### config.mk
export PLATFORM = sky130hd
export DESIGN_NAME = servo_pwm_multi
export DESIGN_NICKNAME = d
export VERILOG_FILES = /design/src/rtl/servo_pkg.sv /design/src/rtl/servo_slew_ch.sv /design/src/rtl/servo_pwm_multi.sv
export SDC_FILE = /design/constraint.sdc
export NUM_CORES = 1
export LEC_CHECK = 0
export CAP_MARGIN = 20
export CORE_MARGIN = 5
export CORE_UTILIZATION = 30
export DETAILED_ROUTE_END_ITERATION = 12
export PLACE_DENSITY_LB_ADDON = 0.15
export SLEW_MARGIN = 20
export SYNTH_ARGS = -nofsm -noshare
export SYNTH_HDL_FRONTEND = slang
export SYNTH_SLANG_ARGS = --single-unit
export TNS_END_PERCENT = 20
### constraint.sdc
create_clock -name clk -period 2.15 [get_ports clk]
set_clock_uncertainty 0.1 [all_clocks]
set_input_delay 0.215 -clock clk [delete_from_list [all_inputs] [get_ports clk]]
set_output_delay 0.215 -clock clk [all_outputs]
set_load 0.1 [all_outputs]
### src/rtl/servo_pkg.sv
// servo_pkg -- shared constants and helpers for the multi-channel servo PWM block.
//
// Holds the parameter defaults (frame length, pulse limits, neutral width,
// slew step) and the two pure helpers every channel uses:
//   clamp_width : force a requested width into [lo, hi]
//   slew_step   : move one step from cur toward tgt, never past tgt
// Helpers work on 32-bit values; callers truncate back to the counter width.
package servo_pkg;

    localparam int DEF_NUM_CH     = 4;
    localparam int DEF_CTR_W      = 20;
    localparam int DEF_PERIOD_CYC = 1000000;  // 20 ms at 50 MHz
    localparam int DEF_MIN_CYC    = 37500;
    localparam int DEF_MAX_CYC    = 112500;
    localparam int DEF_CENTER_CYC = 70000;
    localparam int DEF_SLEW_CYC   = 0;        // 0 = jump straight to target
    localparam int CH_IDX_W       = 4;        // width of the write channel index

    function automatic logic [31:0] clamp_width(input logic [31:0] w,
                                                input logic [31:0] lo,
                                                input logic [31:0] hi);
        if (w < lo) return lo;
        if (w > hi) return hi;
        return w;
    endfunction

    // Differences are taken only in the direction that is non-negative, so the
    // unsigned arithmetic can neither wrap nor step beyond the target.
    function automatic logic [31:0] slew_step(input logic [31:0] cur,
                                              input logic [31:0] tgt,
                                              input logic [31:0] step);
        if (step == 32'd0) return tgt;
        if (tgt > cur) return ((tgt - cur) > step) ? (cur + step) : tgt;
        return ((cur - tgt) > step) ? (cur - step) : tgt;
    endfunction

endpackage

### src/rtl/servo_slew_ch.sv
// servo_slew_ch -- target / applied-width state for one servo channel.
//
// Ports:
//   clk, rst   : system clock, synchronous active-high reset
//   wr_en      : write strobe already decoded for this channel
//   wr_width   : requested width, clamped here before it is stored
//   boundary   : high in the last cycle of a frame (counter == PERIOD-1)
//   cur        : width applied to the pulse generator this frame
//   at_target  : registered (cur == tgt)
//
// cur only moves at the frame boundary, so a write never disturbs the pulse
// already in progress. A write landing in the boundary cycle updates tgt on
// the same edge that cur steps, and that step still sees the old tgt.
module servo_slew_ch
    import servo_pkg::*;
#(
    parameter int CTR_W      = DEF_CTR_W,
    parameter int MIN_CYC    = DEF_MIN_CYC,
    parameter int MAX_CYC    = DEF_MAX_CYC,
    parameter int CENTER_CYC = DEF_CENTER_CYC,
    parameter int SLEW_CYC   = DEF_SLEW_CYC
) (
    input  logic             clk,
    input  logic             rst,
    input  logic             wr_en,
    input  logic [CTR_W-1:0] wr_width,
    input  logic             boundary,
    output logic [CTR_W-1:0] cur,
    output logic             at_target
);

    localparam logic [CTR_W-1:0] CENTER = CTR_W'(CENTER_CYC);

    logic [CTR_W-1:0] tgt;
    logic [CTR_W-1:0] clamped;
    logic [CTR_W-1:0] cur_next;

    assign clamped  = CTR_W'(clamp_width(32'(wr_width), MIN_CYC, MAX_CYC));
    assign cur_next = CTR_W'(slew_step(32'(cur), 32'(tgt), SLEW_CYC));

    always_ff @(posedge clk) begin
        if (rst) begin
            tgt       <= CENTER;
            cur       <= CENTER;
            at_target <= 1'b1;
        end else begin
            if (wr_en)    tgt <= clamped;
            if (boundary) cur <= cur_next;
            at_target <= (cur == tgt);
        end
    end

endmodule

### src/rtl/servo_pwm_multi.sv
// servo_pwm_multi -- NUM_CH servo PWM outputs sharing one frame counter.
//
// Ports:
//   clk, rst     : system clock, synchronous active-high reset
//   wr_en        : one-cycle write strobe
//   wr_ch        : channel index for the write (>= NUM_CH is rejected)
//   wr_width     : requested pulse width in clocks (clamped to MIN..MAX)
//   ch_en        : per-channel enable, latched only at frame boundaries
//   servo_out    : PWM outputs, high for cur[i] clocks from frame start
//   frame_start  : one-cycle pulse on the first cycle of each frame
//   at_target    : per channel, applied width has reached the target
//   wr_err       : one-cycle pulse the cycle after a rejected write
//
// Write interface: wr_en is a fire-and-forget strobe with no ready/back-pressure;
// every cycle with wr_en=1 is one write, accepted on that clock edge.
//
// All outputs are registered from the counter value before the edge, so pulse
// i is high for exactly cur[i] cycles starting with the frame_start cycle.
module servo_pwm_multi
    import servo_pkg::*;
#(
    parameter int NUM_CH     = DEF_NUM_CH,
    parameter int CTR_W      = DEF_CTR_W,
    parameter int PERIOD_CYC = DEF_PERIOD_CYC,
    parameter int MIN_CYC    = DEF_MIN_CYC,
    parameter int MAX_CYC    = DEF_MAX_CYC,
    parameter int CENTER_CYC = DEF_CENTER_CYC,
    parameter int SLEW_CYC   = DEF_SLEW_CYC
) (
    input  logic                clk,
    input  logic                rst,
    input  logic                wr_en,
    input  logic [CH_IDX_W-1:0] wr_ch,
    input  logic [CTR_W-1:0]    wr_width,
    input  logic [NUM_CH-1:0]   ch_en,
    output logic [NUM_CH-1:0]   servo_out,
    output logic                frame_start,
    output logic [NUM_CH-1:0]   at_target,
    output logic                wr_err
);

    localparam logic [CTR_W-1:0]    LAST_CNT = CTR_W'(PERIOD_CYC - 1);
    localparam logic [CH_IDX_W:0]   NUM_CH_X = (CH_IDX_W + 1)'(NUM_CH);

    logic [CTR_W-1:0]  counter;
    logic              boundary;
    logic [NUM_CH-1:0] en_lat;
    logic [NUM_CH-1:0] ch_wr;
    logic [CTR_W-1:0]  cur [NUM_CH];

    assign boundary = (counter == LAST_CNT);

    // Free-running frame counter; never stalls.
    always_ff @(posedge clk) begin
        if (rst)           counter <= '0;
        else if (boundary) counter <= '0;
        else               counter <= counter + 1'b1;
    end

    for (genvar g = 0; g < NUM_CH; g++) begin : g_ch
        assign ch_wr[g] = wr_en && (wr_ch == CH_IDX_W'(g));

        servo_slew_ch #(
            .CTR_W      (CTR_W),
            .MIN_CYC    (MIN_CYC),
            .MAX_CYC    (MAX_CYC),
            .CENTER_CYC (CENTER_CYC),
            .SLEW_CYC   (SLEW_CYC)
        ) u_ch (
            .clk       (clk),
            .rst       (rst),
            .wr_en     (ch_wr[g]),
            .wr_width  (wr_width),
            .boundary  (boundary),
            .cur       (cur[g]),
            .at_target (at_target[g])
        );
    end

    // Enables are latched only at the boundary so toggling ch_en mid-frame
    // can neither cut a pulse short nor start a partial one.
    always_ff @(posedge clk) begin
        if (rst) begin
            en_lat      <= '0;
            servo_out   <= '0;
            frame_start <= 1'b0;
            wr_err      <= 1'b0;
        end else begin
            if (boundary) en_lat <= ch_en;
            frame_start <= (counter == '0);
            wr_err      <= wr_en && ({1'b0, wr_ch} >= NUM_CH_X);
            for (int i = 0; i < NUM_CH; i++) begin
                servo_out[i] <= (counter < cur[i]) && en_lat[i];
            end
        end
    end

endmodule
==> results.py <==
metrics = {
    "run_status": {
        "status": "completed",
    },
    "sta": {
        "rsz0062_at_grt": "true",
        "setup_viol": 0,
        "worstMarginPinSlew_ns": 0.626,
        "maxSlewViolCount": 0,
        "fmax_mhz": 467,
        "finalWorstSetupSlack_ns": 0.00664,
        "final-hold-violation-count": 0,
        "slew_headroom_pct": 58.2,
        "post-route-period-util_pct": 99.7,
        "post-route-min-period_ns": 2.14,
    },
    "floorplanning": {
        "core_area_mm2": 0.0334,
        "start_util_pct": 30.2,
        "io_pins": 41,
        "fp.dieW_um": 193,
        "row_count": 67,
        "die_h_um": 193,
        "dieArea_mm2": 0.0374,
    },
    "layout": {
        "drive_gt1_share_pct": 16.5,
        "area_growth_pct": 24.8,
        "final_cells": 1724,
        "fillers": 3493,
        "n_antenna_cell": 0,
        "final_nets": 1373,
        "fin_area_mm2": 0.0126,
    },
    "synth": {
        "ys_async_sr_fraction_pct": 0,
        "yosysUniqueCellTypes": 54,
        "synth_fp_nets": 1265,
        "synth_area_mm2": 0.0101,
        "yosys_warnings": 0,
        "synth-main-ff-cell": "dfxtp_1",
        "netlist_instances": 1156,
        "yosysSeqAreaShare_pct": 38.5,
        "ys_ff_latch": 194,
        "yosysTopAreaCellShare_pct": 38.5,
        "avgSynthCellArea_um2": 8.72,
        "synthTopCellsByArea": "dfxtp_1 39%, ha_1 9.7%, nand2_1 5.0%",
        "yosysTopAreaCell": "dfxtp_1",
        "synth-edff-count": 0,
    },
    "clocking": {
        "root_buffer": "clkbuf_16",
        "cts_tree": "done",
        "cts.sink_count": 194,
        "cts_made_buffers": 17,
        "clk_latency_ns": 0.44,
        "clkTransAtPathRegs_ns": 0.07,
        "clockBufferDepth": 2,
        "cts_max_level": 4,
    },
    "grt": {
        "grt_pass1_vias": 8038,
        "grt_pass1_wl_um": 48500,
        "grt_usage_pct": 16.6,
        "grt_max_degree": 79,
        "overflow": 0,
        "antenna_found_initial": 0,
    },
    "route": {
        "drc": 0,
        "viasPerCell": 4.91,
        "antenna_left": 0,
        "dr_total_vias": 8459,
        "drtIter0Drc": 586,
        "wire_per_inst_um": 18.7,
        "routed_wl_um": 32300,
        "drtPass1Iterations": 5,
    },
    "power": {
        "swShare_pct": 23.7,
        "intPower_mw": 5.81,
        "ir_drop_uv": 514,
        "clkPwrFrac_pct": 45.1,
        "p_comb_share_pct": 7.1,
        "p_leak_nw": 4.94,
        "power_density_mw_per_mm2": 606,
        "power_frac_seq_pct": 47.8,
        "power_switching_mw": 1.81,
    },
    "hold_path": {
        "hold_end": "g_ch[3].u_ch.cur_next[3]$_SDFFE_PP0P_",
        "whs_path_depth": 2,
        "min_from": "rst",
        "hp-class": "input pin to flop",
    },
    "critical_path": {
        "worstSetupPathType": "flop to flop",
        "crit_path_start": "counter[11]$_SDFF_PP0_",
        "reg2reg_from": "counter[11]$_SDFF_PP0_",
        "start_kind": "flop",
        "reg2regPathDepth": 7,
        "crit_arrival_ns": 2.37,
        "critPathRequiredTime_ns": 2.38,
        "critPathCaptureType": "flop",
        "r2r-end": "g_ch[1].u_ch.cur[6]$_SDFFE_PP1P_",
        "critPathMaxFanout": 12,
        "rrSetupSlack_ns": 0.007,
    },
    "run": {
        "drv_cap": 0,
    },
    "placement": {
        "hpwl_um": 23000,
        "place_congestion": 0.793,
        "dp.cells": 1680,
        "pre_cts_slack_ns": -0.517,
        "post_dp_cell_area_mm2": 0.0117,
        "io_buffers": 40,
    },
}
==> final cells by class <==
class,count,area [µm²],share of cell area (%)
sequential,194,3890,30.9
timing repair buffer,154,1590,12.6
tap,448,561,4.45
inverter,84,315,2.51
multi-input combinational,813,5610,44.6
clock inverter,11,176,1.40
clock buffer,20,447,3.55
==> state kept, by name, summed over array words and instances (netlist names) <==
| name | cells |
|---|---|
| counter | 20 |
| servo_out | 4 |
| en_lat | 4 |
| frame_start | 1 |
| wr_err | 1 |
| g_ch.u_ch.at_target | 4 |
| g_ch.u_ch.cur | 80 |
| g_ch.u_ch.cur_next | 80 |
==> power by group through the flow <==
| stage | Combinational, mW | Clock, mW | Sequential (mW) |
|---|---|---|---|
| 2_1_floorplan | 0.275 | 0 | 3.75 |
| 3_5_place_dp | 0.545 | 0 | 3.73 |
| 6_report | 0.541 | 3.44 | 3.64 |
| 3_3_place_gp | 0.545 | 0 | 3.73 |
| 4_1_cts | 0.547 | 3.52 | 3.64 |
| 5_1_grt | 0.578 | 3.68 | 3.65 |
==> stage by stage <==
step / power [mW] / hold slack, ns / TNS, ns / util [%]
CTS: 7.71 / 0.0944 / 0 / 36.8
floorplan: 4.02 / 0.255 / 0 / -
finish: 7.62 / 0.115 / 0 / 37.7
detailed placement: 4.27 / 0.354 / -20.52 / 34.9
global route: 7.90 / 0.127 / -0.251 / 37.7
global placement: 4.27 / 0.347 / -18.75 / 34.9
==> how the worst max path moves through the flow <==
stage | endpoint | slack (ns)
after floorplan | g_ch[2].u_ch.cur[5]$_SDFFE_PP1P_ | 0.20
after global placement | g_ch[0].u_ch.cur_next[11]$_SDFFE_PP0P_ | -0.43
after detailed placement | g_ch[2].u_ch.cur_next[0]$_SDFFE_PP0P_ | -0.52
after CTS | servo_out[3]$_SDFF_PP0_ | 0.01
after global routing | g_ch[1].u_ch.cur[6]$_SDFFE_PP1P_ | -0.05
final | g_ch[1].u_ch.cur[6]$_SDFFE_PP1P_ | 0.007
==> cell families (layout without fill, tap and decap cells) <==
group | count (synthesis) | in the layout | share of synthesized area, %
AOI/OAI and AO/OA | 239 | 239 | 17.4
buffers and inverters | 149 | 269 | 6.53
xor gates and xnor gates | 98 | 98 | 8.51
DFF | 194 | 194 | 38.5
and+or+nand+nor | 398 | 398 | 19.3
adders and majority gates | 78 | 78 | 9.68
==> cell usage after synthesis (10+ instances only) <==
library cell    n
xor2_1         44
a41oi_1        19
nand3b_1       24
a21oi_2        11
xnor2_1        54
nand4_1        27
a211oi_1       26
nand2_2        10
o21ai_0        15
a21o_1         11
nor2_1         92
buf_2          13
dfxtp_1       194
nor4_1         13
nor3b_1        14
nand2_1       134
a21oi_1        78
clkbuf_1       35
nor3_1         38
ha_1           78
inv_1          84
o41ai_1        14
nand3_1        11
a211o_1        28
==> cell usage in the layout (no fill, tap or decap), types with 4 or more instances in the layout <==
cell type / n
a31o_2: 5
nand4_1: 27
clkdlybuf4s50_1: 29
nand2b_1: 9
buf_6: 8
a211o_1: 28
nor2_2: 4
a21oi_2: 17
nor4_1: 13
xor2_1: 44
buf_12: 20
o31ai_1: 5
o21ai_0: 15
clkbuf_16: 21
a211oi_1: 26
nand2_2: 10
bufinv_16: 4
dfxtp_1: 193
nand3_1: 10
a21o_1: 11
and4_1: 4
buf_4: 92
a21oi_1: 72
nor2_1: 87
nor3b_1: 14
nand3b_1: 24
o41ai_2: 9
nor2b_1: 4
o41ai_1: 14
a41oi_1: 19
nor3_1: 38
inv_1: 84
nand2_1: 134
and2_1: 4
ha_1: 78
xnor2_1: 54
==> per-layer routing <==
layer,vias up,global-route usage (%),wire length [µm]
li1,4271,-,-
met1,4003,24.2,15900
met2,172,26.4,14700
met3,13,2.26,1320
met4,0,3.20,267
met5,-,0,0
==> worst max-delay path, stage by stage, from the launching register on <==
cell and delay (ns):
dfxtp_4 0.36, buf_6 0.11, or4_4 0.42, nor2_4 0.14, and3_4 0.37, clkbuf_16 0.23, nor2_1 0.05, a211o_1 0.25
==> repair_timing <==
action	in CTS	in global routing
pin swaps	2	25
buffers inserted	0	9
gates cloned	0	4
hold buffers	0	0
endpoints found under the setup margin	83	66
gates resized for setup	4	26
Power figures use the tool's default switching activity.
